`src/rtl/riscv_ctrl_pkg.sv`:
```
// Shared encodings for the multicycle RV32I control path: FSM states, opcodes
// and the select/op codes driven onto the datapath muxes.
package riscv_ctrl_pkg;

   typedef enum logic [3:0] {
      FETCH    = 4'd0,
      DECODE   = 4'd1,
      MEMADR   = 4'd2,
      MEMREAD  = 4'd3,
      MEMWB    = 4'd4,
      MEMWRITE = 4'd5,
      EXECUTER = 4'd6,
      EXECUTEI = 4'd7,
      JAL      = 4'd8,
      ALUWB    = 4'd9,
      BEQ      = 4'd10
   } state_t;

   localparam logic [6:0] OP_LW    = 7'b0000011;
   localparam logic [6:0] OP_SW    = 7'b0100011;
   localparam logic [6:0] OP_RTYPE = 7'b0110011;
   localparam logic [6:0] OP_IALU  = 7'b0010011;
   localparam logic [6:0] OP_JAL   = 7'b1101111;
   localparam logic [6:0] OP_BEQ   = 7'b1100011;

   localparam logic [1:0] RES_ALUOUT    = 2'b00;
   localparam logic [1:0] RES_DATA      = 2'b01;
   localparam logic [1:0] RES_ALURESULT = 2'b10;

   localparam logic [1:0] SRCA_PC    = 2'b00;
   localparam logic [1:0] SRCA_OLDPC = 2'b01;
   localparam logic [1:0] SRCA_RD1   = 2'b10;

   localparam logic [1:0] SRCB_RD2  = 2'b00;
   localparam logic [1:0] SRCB_IMM  = 2'b01;
   localparam logic [1:0] SRCB_FOUR = 2'b10;

   localparam logic [1:0] ALUOP_ADD   = 2'b00;
   localparam logic [1:0] ALUOP_SUB   = 2'b01;
   localparam logic [1:0] ALUOP_FUNCT = 2'b10;

   localparam logic [1:0] IMM_I = 2'b00;
   localparam logic [1:0] IMM_S = 2'b01;
   localparam logic [1:0] IMM_B = 2'b10;
   localparam logic [1:0] IMM_J = 2'b11;

   // Immediate format is a pure function of the opcode, independent of state.
   function automatic logic [1:0] imm_src(input logic [6:0] op);
      case (op)
         OP_SW:   return IMM_S;
         OP_BEQ:  return IMM_B;
         OP_JAL:  return IMM_J;
         default: return IMM_I;
      endcase
   endfunction

endpackage

```
`src/rtl/multicycle_controller.sv`:
```
// Multicycle RV32I sequencing FSM: Moore control word per state, with
// mem_ready stretching FETCH/MEMREAD/MEMWRITE and Zero gating the branch.
module multicycle_controller
   import riscv_ctrl_pkg::*;
(
   input  logic       clk,
   input  logic       rst,
   input  logic [6:0] opcode,
   input  logic       Zero,
   input  logic       mem_ready,
   output logic       PCWrite,
   output logic       AdrSrc,
   output logic       MemWrite,
   output logic       IRWrite,
   output logic       RegWrite,
   output logic [1:0] ResultSrc,
   output logic [1:0] ALUSrcA,
   output logic [1:0] ALUSrcB,
   output logic [1:0] ALUOp,
   output logic [1:0] ImmSrc,
   output logic       instr_done,
   output logic       illegal
);

   state_t state, state_nxt;
   logic   branch, pcupdate;

   always_ff @(posedge clk or posedge rst) begin
      if (rst) state <= FETCH;
      else     state <= state_nxt;
   end

   always_comb begin
      state_nxt = state;
      case (state)
         FETCH:    state_nxt = mem_ready ? DECODE : FETCH;
         DECODE: begin
            case (opcode)
               OP_LW, OP_SW: state_nxt = MEMADR;
               OP_RTYPE:     state_nxt = EXECUTER;
               OP_IALU:      state_nxt = EXECUTEI;
               OP_JAL:       state_nxt = JAL;
               OP_BEQ:       state_nxt = BEQ;
               default:      state_nxt = FETCH;
            endcase
         end
         MEMADR:   state_nxt = (opcode == OP_LW) ? MEMREAD : MEMWRITE;
         MEMREAD:  state_nxt = mem_ready ? MEMWB : MEMREAD;
         MEMWB:    state_nxt = FETCH;
         MEMWRITE: state_nxt = mem_ready ? FETCH : MEMWRITE;
         EXECUTER: state_nxt = ALUWB;
         EXECUTEI: state_nxt = ALUWB;
         JAL:      state_nxt = ALUWB;
         ALUWB:    state_nxt = FETCH;
         BEQ:      state_nxt = FETCH;
         default:  state_nxt = FETCH;
      endcase
   end

   always_comb begin
      branch     = 1'b0;
      pcupdate   = 1'b0;
      AdrSrc     = 1'b0;
      MemWrite   = 1'b0;
      IRWrite    = 1'b0;
      RegWrite   = 1'b0;
      ResultSrc  = RES_ALUOUT;
      ALUSrcA    = SRCA_PC;
      ALUSrcB    = SRCB_RD2;
      ALUOp      = ALUOP_ADD;
      instr_done = 1'b0;
      illegal    = 1'b0;
      case (state)
         FETCH: begin
            ALUSrcB   = SRCB_FOUR;
            ResultSrc = RES_ALURESULT;
            IRWrite   = mem_ready;
            pcupdate  = mem_ready;
         end
         DECODE: begin
            ALUSrcA = SRCA_OLDPC;
            ALUSrcB = SRCB_IMM;
            // Unsupported opcodes retire here and go straight back to FETCH.
            case (opcode)
               OP_LW, OP_SW, OP_RTYPE, OP_IALU, OP_JAL, OP_BEQ: ;
               default: begin
                  illegal    = 1'b1;
                  instr_done = 1'b1;
               end
            endcase
         end
         MEMADR: begin
            ALUSrcA = SRCA_RD1;
            ALUSrcB = SRCB_IMM;
         end
         MEMREAD:  AdrSrc = 1'b1;
         MEMWB: begin
            ResultSrc  = RES_DATA;
            RegWrite   = 1'b1;
            instr_done = 1'b1;
         end
         MEMWRITE: begin
            AdrSrc     = 1'b1;
            MemWrite   = 1'b1;
            instr_done = mem_ready;
         end
         EXECUTER: begin
            ALUSrcA = SRCA_RD1;
            ALUSrcB = SRCB_RD2;
            ALUOp   = ALUOP_FUNCT;
         end
         EXECUTEI: begin
            ALUSrcA = SRCA_RD1;
            ALUSrcB = SRCB_IMM;
            ALUOp   = ALUOP_FUNCT;
         end
         JAL: begin
            ALUSrcA   = SRCA_OLDPC;
            ALUSrcB   = SRCB_FOUR;
            ResultSrc = RES_ALUOUT;
            pcupdate  = 1'b1;
         end
         ALUWB: begin
            ResultSrc  = RES_ALUOUT;
            RegWrite   = 1'b1;
            instr_done = 1'b1;
         end
         BEQ: begin
            ALUSrcA    = SRCA_RD1;
            ALUSrcB    = SRCB_RD2;
            ALUOp      = ALUOP_SUB;
            ResultSrc  = RES_ALUOUT;
            branch     = 1'b1;
            instr_done = 1'b1;
         end
         default: ;
      endcase
   end

   assign PCWrite = (branch & Zero) | pcupdate;
   assign ImmSrc  = imm_src(opcode);

endmodule

```
`config.mk`:
```
export PLATFORM = sky130hd
export DESIGN_NAME = multicycle_controller
export DESIGN_NICKNAME = d
export VERILOG_FILES = /design/src/rtl/riscv_ctrl_pkg.sv /design/src/rtl/multicycle_controller.sv
export SDC_FILE = /design/constraint.sdc
export NUM_CORES = 1
export LEC_CHECK = 0
export CORE_UTILIZATION = 35
export DETAILED_ROUTE_END_ITERATION = 8
export PLACE_DENSITY = 0.73
export RECOVER_POWER = 25
export SYNTH_ARGS = -nofsm -noshare
export SYNTH_HDL_FRONTEND = slang
export SYNTH_SLANG_ARGS = --single-unit
export TNS_END_PERCENT = 50
```
`constraint.sdc`:
```
create_clock -name clk -period 2.1 [get_ports clk]
set_clock_uncertainty 0.1 [all_clocks]
set_input_delay 0.315 -clock clk [delete_from_list [all_inputs] [get_ports clk]]
set_output_delay 0.315 -clock clk [all_outputs]
set_load 0.005 [all_outputs]
```
[After elaboration in Yosys (flattened, before gate mapping)]
Index checks and enable logic that the tools add are counted.
Cells by class
  reductions and logical operators: 12
  eq/ne operators: 16
  mux-type cells: 20
  bitwise logic cells: 2
Operators by type and width (number)
  case mux 4 bit (6 select lines): 1
  case mux 4 bit (5 select lines): 1
  == test 4 x 3 -> 1 bit, second input constant: 4
  case mux 2 bit (2 select lines): 4
  == test 7 x 6 -> 1 bit, second input constant: 2
  == test 7 bit, second input constant: 2
  == test 4 bit, second input constant: 3
  OR reduction 2 bit: 6
  2-to-1 mux 3 bit: 3
  OR reduction 3 bit: 3
  == test 4 x 2 -> 1 bit, second input constant: 2
  2-to-1 mux 1 bit: 8
  == test 7 x 2 -> 1 bit, second input constant: 1
  == test 7 x 5 -> 1 bit, second input constant: 1
  case mux 2 bit (3 select lines): 1
  OR reduction 6 bit: 1
  == test 4 x 1 -> 1 bit, second input constant: 1
  logical NOT 4 bit: 1
  OR reduction 4 bit: 1
  case mux 1 bit (3 select lines): 1
  case mux 1 bit (2 select lines): 1
  AND 1 bit: 1
  bitwise OR 1 bit: 1
Word-level totals
  register bits: 4
  input port bits: 11

[Depth between registers and ports, before layout]
Gate-level depths: netlist of run 1.
  word-level depth: 4
  mapped depth: 5
  depth with buffers taken out: 4

[Worst setup path before layout of run 1]
Ideal clock, no wire load.
  kind: reg2out
  from: register state[1]
  to: output instr_done
  cell stages (with the launch flop): 5
  path slack: 344 ps
  arrival time: 1341 ps
  required time: 1685 ps
  cell sequence: dfrtp_1 -> buf_6 -> or4b_4 -> a211oi_2 -> a221o_1
On the way
  cells in the longest elaborated chain, start to end: 3
  elaborated cells between the ends (all ways): 7
RTL lines
  start, declared: RTL line multicycle_controller.sv:25  | state_t state, state_nxt;
  start signal, assigned: RTL line multicycle_controller.sv:30  | else state <= state_nxt;
  == test 4 bit or == test 4 x 3 -> 1 bit (tied branches): RTL line multicycle_controller.sv:73  | case (state)
  OR reduction 3 bit (no source line)
  case mux 1 bit (3 select lines) *: RTL line multicycle_controller.sv:73
  end, declared: RTL line multicycle_controller.sv:21  | output logic instr_done,
Every way passes the cells marked *; elsewhere a longest branch is shown, timed or not.

[Final worst setup path of run 1]
  from: register state[2]
  to: output ALUSrcA[0]
On the way
  cells in the longest elaborated chain, start to end: 3
  elaborated cells between the ends (all ways): 9
RTL lines
  == test 4 bit, or another cell as far along: RTL line multicycle_controller.sv:73
  OR reduction 4 bit (no source line) or OR reduction 2 bit (tied branches)
  case mux 2 bit (2 select lines) *: RTL line multicycle_controller.sv:73
  end, declared: RTL line multicycle_controller.sv:17  | output logic [1:0] ALUSrcA,
Marks and branches as above.

==> key figures, run 1 <==
Placed design
  – Placed insts: around 130
  – Final Wtd Congestion: approximately 0.86
  – Port Buf Inserts: 27
  – DP HPWL: 1.16 mm
  – Placed inst area: 913 um2

Final layout
  – Fin cells: 134
  – Top flop regs: state: 4 flops
  – Post-route cell area: 1050 um2
  – Final nets: 132
  – Most flop-heavy register: state
  – Max reg flops: 4
  – Fillers: around 100
  – Share of cells above drive strength 1: 28.6%
  – # diodes: 0
  – Layout area overhead: 97.6%

Setup path
  – CP startpoint kind: flip-flop
  – Worst r2r src: state[2]
  – WP data arrival: 1.62 ns
  – WS Path Type: flip-flop to primary output
  – Worst Setup SP: state[2]
  – Crit path cell chain: or4b_4, buf_4, nand2_1, clkdlybuf4s15_1
  – Maximum net fanout on the critical path: 4
  – R2R depth: 5
  – Crit-path slowest cell: or4b_4
  – WP data required: 1.68 ns
  – CP Capture Type: primary output
  – Crit-path max cell delay: approximately 0.56 ns

Die
  – Die W: 40.9 um
  – Core Area: 1350 um2
  – FP Rows: 13
  – Die Y: 40.9 um
  – Initial Util: 39.3%
  – I/O pin count: 28
  – Die area: 1680 um2

Status
  – Status: finished, final reports clean

Global route
  – Number of global-route vias before repair: 589
  – Largest net degree at the start of global routing: 19
  – Total track usage: 22.7%
  – Initial antenna violation count: 0
  – First-pass GRT wire length: 2.44 mm
  – Grt total ovfl: 0

Routing
  – DRT Pass-1 Iters: 4
  – Post-DR vias/cell: 5.26
  – Via count: between 700 and 800
  – DRT antenna net count: 0
  – Wire length per cell: ~12 um
  – Max Used Layer: met3
  – Routed wl met3: 86 um
  – Final WL: 1.56 mm
  – DRT iter0 DRCs: 10
  – Metal2 WL: 861 um
  – DRC: 0
  – Met1 wire length: just over 600 um

Yosys
  – Synth Area per Inst: between 6 and 7 um2
  – Share of the synthesized area in the top cell type: 18.9%
  – Sequential area share after synthesis: 18.9%
  – Asr flop ratio synth: 100%
  – Seq cells post-synth: 4
  – Syn Inst Count: 76
  – Net Count, Synth: 87
  – Largest area contributor in the netlist: dfrtp_1
  – Predominant post-synthesis flop cell: dfrtp_1
  – Post-synth EDFFs: 0
  – Top cells by area, synth: dfrtp_1, nand2b_1, nand2_1
  – Distinct cells, synth: 31
  – Synth cell count leaders: nand2_1, nor2_1, nand2b_1
  – Synthesis warning total: 0
  – Post-Syn Area: about 530 um2

STA
  – Final setup viols: 0
  – Max Freq: 491 MHz
  – Final Cycle Share: a little over nine tenths
  – Tmin final: ~2.0 ns
  – Max_slew headroom: between 80% and 90%
  – Final setup TNS: 0 ns
  – Tightest Pin Transition: around 0.26 ns
  – Final Hold Fails: 0
  – RSZ-0062 raised after global routing: yes
  – Pins Over Slew Limit: 0

Clocking
  – H-tree depth: 1
  – Clk buf depth: 2
  – Sink count of the clock tree: 4
  – CTS Buf Count: 3
  – CTS clk-pin slew, worst paths: roughly 0.040 ns
  – TritonCTS clock tree: yes
  – Root buffer cell: clkbuf_4
  – Worst-skew pair later-pin latency: 0.23 ns

Pwr
  – VDD IR max: 0.353 mV
  – Pwr Density: 352 nW/um2
  – Leakage: 0.533 nW

Job
  – Max-Cap Viols: 0

Worst hold path
  – Hold Path Class: input pin to async pin
power by group:
group | switching [mW] | total [mW] | internal, mW
sequential | 0.00261 | 0.0839 | 0.0813
combinational | 0.0821 | 0.193 | 0.111
clock | 0.0282 | 0.0919 | 0.0637
total | 0.113 | 0.369 | 0.256
routing by layer:
metal / vias up / global-route usage, %
met5: - / 0
met3: 0 / 7.61
li1: 365 / -
met2: 24 / 41.4
met1: 316 / 23.4
met4: 0 / 8.33
repair_timing:
item,in CTS,in global routing
setup buffers,1,1
resized for setup,16,21
pin swaps,3,4
setup endpoints to repair,9,10
hold buffers,0,0
hold endpoints to repair,0,0
cell usage in the layout (no fill, tap or decap), types with 2 or more instances in the layout:
cell type        synthesis  final
dlygate4sd2_1            0      4
and3_1                   3      2
nand2_1                  8      8
dlymetal6s2s_1           0      6
nor3_1                   4      3
clkbuf_4                 0      3
inv_1                    3      3
a21oi_1                  4      3
dfrtp_1                  4      4
xnor2_1                  3      3
nor2_1                   8      6
nand2b_1                 7      6
buf_4                    0     15
buf_8                    0      2
clkdlybuf4s50_1          0     13
o211ai_1                 3      3
nor2b_1                  3      2
nand3_1                  4      4
critical path: cells and delay by family (launching register included):
family / cells / cell delay [ns]
and+or+nand+nor: 2 / 0.61
buffers and inverters: 2 / 0.38
DFF: 1 / 0.40
worst paths after layout:
kind                               to  slack [ns]
setup / recovery           ALUSrcA[0]        0.06
hold / removal               state[1]        0.31
setup reg to reg             state[0]        0.49
hold reg to reg              state[0]        0.62
max in group asynchronous    state[3]        1.44
min in group clk             state[1]        0.61
cell type report:
cell class | instances | area (um2) | share of cell area (%)
inverters | 3 | 11.3 | 1.07
multi-input cells | 64 | 472 | 45.0
clock buffers | 3 | 22.5 | 2.15
repair buffers | 45 | 424 | 40.5
well taps | 15 | 18.8 | 1.79
flip-flops and latches | 4 | 100 | 9.55
stage by stage:
| stage | utilization, % | worst slack [ns] | total power [mW] | hold slack, ns |
|---|---|---|---|---|
| after CTS | 71.2 | -0.0399 | 0.359 | 0.170 |
| after detailed placement | 67.7 | -0.270 | 0.265 | 0.414 |
| after global placement | 67.7 | -0.212 | 0.262 | 0.399 |
| final | 77.7 | 0.0631 | 0.369 | 0.308 |
| after global routing | 77.7 | -0.00668 | 0.398 | 0.310 |
| after floorplan | - | 0.344 | 0.159 | -0.0189 |
cells by family after synthesis:
group / Yosys count / synth area share [%]
buffers and inverters: 8 / 7.07
AOI/OAI and AO/OA: 16 / 21.5
and+or+nand+nor: 45 / 47.6
DFF: 4 / 18.9
xor gates and xnor gates: 3 / 4.95
(Power assumes the default switching activity.)
==> run 2, diff against run 1 <==
Settings changed: PLACE_DENSITY 0.73 to 0.81.
==> run 2 against run 1 <==
Against the previous run:
- sequential cell count is the same
- global-route usage grew 0.70 points
- worst hold slack lost 0.018 ns
- sequential power shrank 0.8%
- critical path type is now input pin to primary output
- critical endpoint is now instr_done
- highest routed layer is now met4
- power grew 7.0%
- sequential share of layout area shrank 0.10 points
- setup slack lost 0.18 ns
- the flow now finishes with violations (setup timing)
- core utilization grew 0.83 points
- wire length grew 13%
- count of clock-buffer cells in the layout is the same
- combinational power grew 11%
==> key figures, run 2 (same netlist as run 1, synthesis figures left out) <==
Clocking
  – Sink count of the clock tree: 4 (unchanged)
  – TritonCTS clock tree: yes
  – Worst-skew pair later-pin latency: 0.24 ns (about the same)
  – Clk buf depth: 2 (unchanged)
  – CTS Buf Count: 3 (unchanged)
  – Root buffer cell: clkbuf_4
  – Hold buffers post-CTS: 0 (unchanged)
  – H-tree depth: 1 (unchanged)
  – CTS clk-pin slew, worst paths: 0.04 ns (about the same)

Routing
  – Final WL: 1.75 mm (+13%)
  – DRT Pass-1 Iters: 3 (-1)
  – DRC: 0 (unchanged)
  – Wire length per cell: 13.0 um (+12%)
  – Via count: 723 (+2.6%)
  – DRT iter0 DRCs: 8 (-2)
  – Post-DR vias/cell: 5.36 (+1.8%)
  – DRT antenna net count: 0 (unchanged)

Setup path
  – Crit path cell chain: clkdlybuf4s50_1, nand4bb_4, a21oi_2, a211oi_2, buf_4, buf_6, a221o_1, buf_2
  – Crit-path max cell delay: 0.54 ns (-0.02 ns)
  – WS Path Type: input pin to primary output
  – Crit-path slowest cell: clkdlybuf4s50_1
  – Buffer and inverter count on the worst path: 4 (+2)
  – Worst r2r src: state[3]
  – Reg-to-reg critical path endpoint: state[0]
  – CP top delay family: buffers and inverters
  – Maximum net fanout on the critical path: 2 (-2)
  – R2R depth: 6 (+1)
  – CP startpoint kind: input pin
  – WP data required: 1.68 ns (about the same)
  – WP data arrival: 1.80 ns (+0.18 ns)
  – Register-to-register setup slack: 0.44 ns (-0.05 ns)
  – CP Capture Type: primary output

Final layout
  – Most frequent cells in the layout: buf_4, clkdlybuf4s50_1, nand2_1, dlymetal6s2s_1, nor2_1
  – Share of cells above drive strength 1: 30.0% (+1.4 points)
  – Final Core Density: 78.5% (+0.83 points)
  – Layout area overhead: 99.8%
  – Max reg flops: 4 (unchanged)
  – Most flop-heavy register: state
  – Post-route cell area: 1060 um2 (+1.1%)
  – Commonest non-fill, non-tap cell in the layout: buf_4
  – # diodes: 0 (unchanged)
  – Top flop regs: state: 4 flops
  – Final nets: 133 (+0.76%)
  – Fin cells: 135 (+0.75%)

Global route
  – First-pass GRT wire length: 2.61 mm (+6.8%)
  – GR Util met1: 25.5% (+2.1 points)
  – Initial antenna violation count: 0 (unchanged)
  – Met3 usage in global routing: 4.89% (-2.7 points)
  – Global-route met2 utilization: 44.5% (+3.1 points)
  – Grt total ovfl: 0 (unchanged)
  – Largest net degree at the start of global routing: 19 (unchanged)
  – Total track usage: 23.4% (+0.70 points)
  – Number of global-route vias before repair: 626 (+6.3%)
  – Global routing's busiest layer: met2

Job
  – Max-Cap Viols: 0 (unchanged)

STA
  – Tightest Pin Transition: 0.260 ns (-0.000148 ns)
  – Final Hold Slack: 0.290 ns (-0.0176 ns)
  – Final setup viols: 1 (+1)
  – Final Cycle Share: 105% (+8.4 points)
  – Pins Over Slew Limit: 0 (unchanged)
  – Final worst slack: -0.114 ns (-0.177 ns)
  – Max_slew headroom: 82.6% (about the same)
  – Max Freq: 452 MHz (-8.0%)
  – Tmin final: 2.21 ns (+0.177 ns)
  – RSZ-0062 raised after global routing: yes
  – Final Hold Fails: 0 (unchanged)

Placed design
  – Final Wtd Congestion: 0.871 (+1.2%)
  – Placed inst area: 913 um2 (unchanged)
  – Port Buf Inserts: 27 (unchanged)
  – DP HPWL: 1.18 mm (+2.4%)
  – Placed insts: 129 (unchanged)

Pwr
  – Pwr Density: 373 nW/um2 (+5.8%)
  – Overall power: 0.395 mW (+7.0%)
  – VDD IR max: 0.446 mV (+26%)
  – Leakage: 0.561 nW (+5.2%)

Die
  – I/O pin count: 28 (unchanged)
  – Initial Util: 39.3% (unchanged)
  – Die W: 40.9 um (unchanged)
  – Core Area: 1350 um2 (unchanged)
  – Die Y: 40.9 um (unchanged)
  – Die area: 1680 um2 (unchanged)
  – FP Rows: 13 (unchanged)

Worst hold path
  – Hold Path Class: input pin to async pin

Status
  – Violated checks: setup timing
  – Status: finished, violations left
-- run 2: worst register-to-register path: cells and delay by family (launching register included) --
kind / cells / cell delay, ns
buffers and inverters: 2 / 0.25
AND/OR/NAND/NOR: 3 / 0.73
flip-flops: 1 / 0.38
AO/OA/AOI/OAI: 1 / 0.11
-- run 2: stage by stage --
step	setup TNS (ns)	worst slack, ns
after global placement	-0.694	-0.206
final	-0.114	-0.114
after detailed placement	-0.785	-0.228
after floorplan	0	0.344
after CTS	-0.243	-0.117
after global routing	-0.187	-0.165
-- run 2: cell type report --
| cell class | count | area [um2] |
|---|---|---|
| Inverter | 3 | 11.3 |
| Fill cell | 96 | 290 |
| Timing Repair Buffer | 46 | 440 |
| Clock buffer | 3 | 22.5 |
| Multi-Input combinational cell | 64 | 467 |
| Tap cell | 15 | 18.8 |
| Sequential cell | 4 | 100 |
-- run 2: what timing repair did --
action / 4_1_cts / 5_1_grt
pin swaps: 4 / 3
setup buffers: 5 / 0
gates cloned: 0 / 0
setup endpoints to repair: 9 / 12
resized for setup: 29 / 16
-- run 2: worst max-delay path by stage --
stage,from,slack (ns),end,cells past startpoint
global route,opcode[1],-0.16,instr_done,8
finish,opcode[1],-0.11,instr_done,8
CTS,state[1],-0.12,instr_done,6
detailed placement,opcode[6],-0.23,instr_done,5
global placement,opcode[6],-0.21,instr_done,5
floorplan,state[1],0.34,instr_done,4
-- run 2: report_power, final --
group | leakage [nW] | total [mW] | internal (mW) | switching (mW)
Sequential | 0.0542 | 0.0832 | 0.0813 | 0.00196
Combinational | 0.493 | 0.215 | 0.127 | 0.0885
Clock | 0.0138 | 0.0965 | 0.0640 | 0.0325
Total | 0.561 | 0.395 | 0.272 | 0.123
-- run 2: layer usage --
| metal | vias up | wire, um | part of all wire [%] |
|---|---|---|---|
| met4 | 0 | 24 | 1.4 |
| met1 | 329 | 703 | 40 |
| met3 | 2 | 101 | 5.8 |
| met2 | 28 | 923 | 53 |
| li1 | 364 | - | - |
| met5 | - | 0 | 0 |
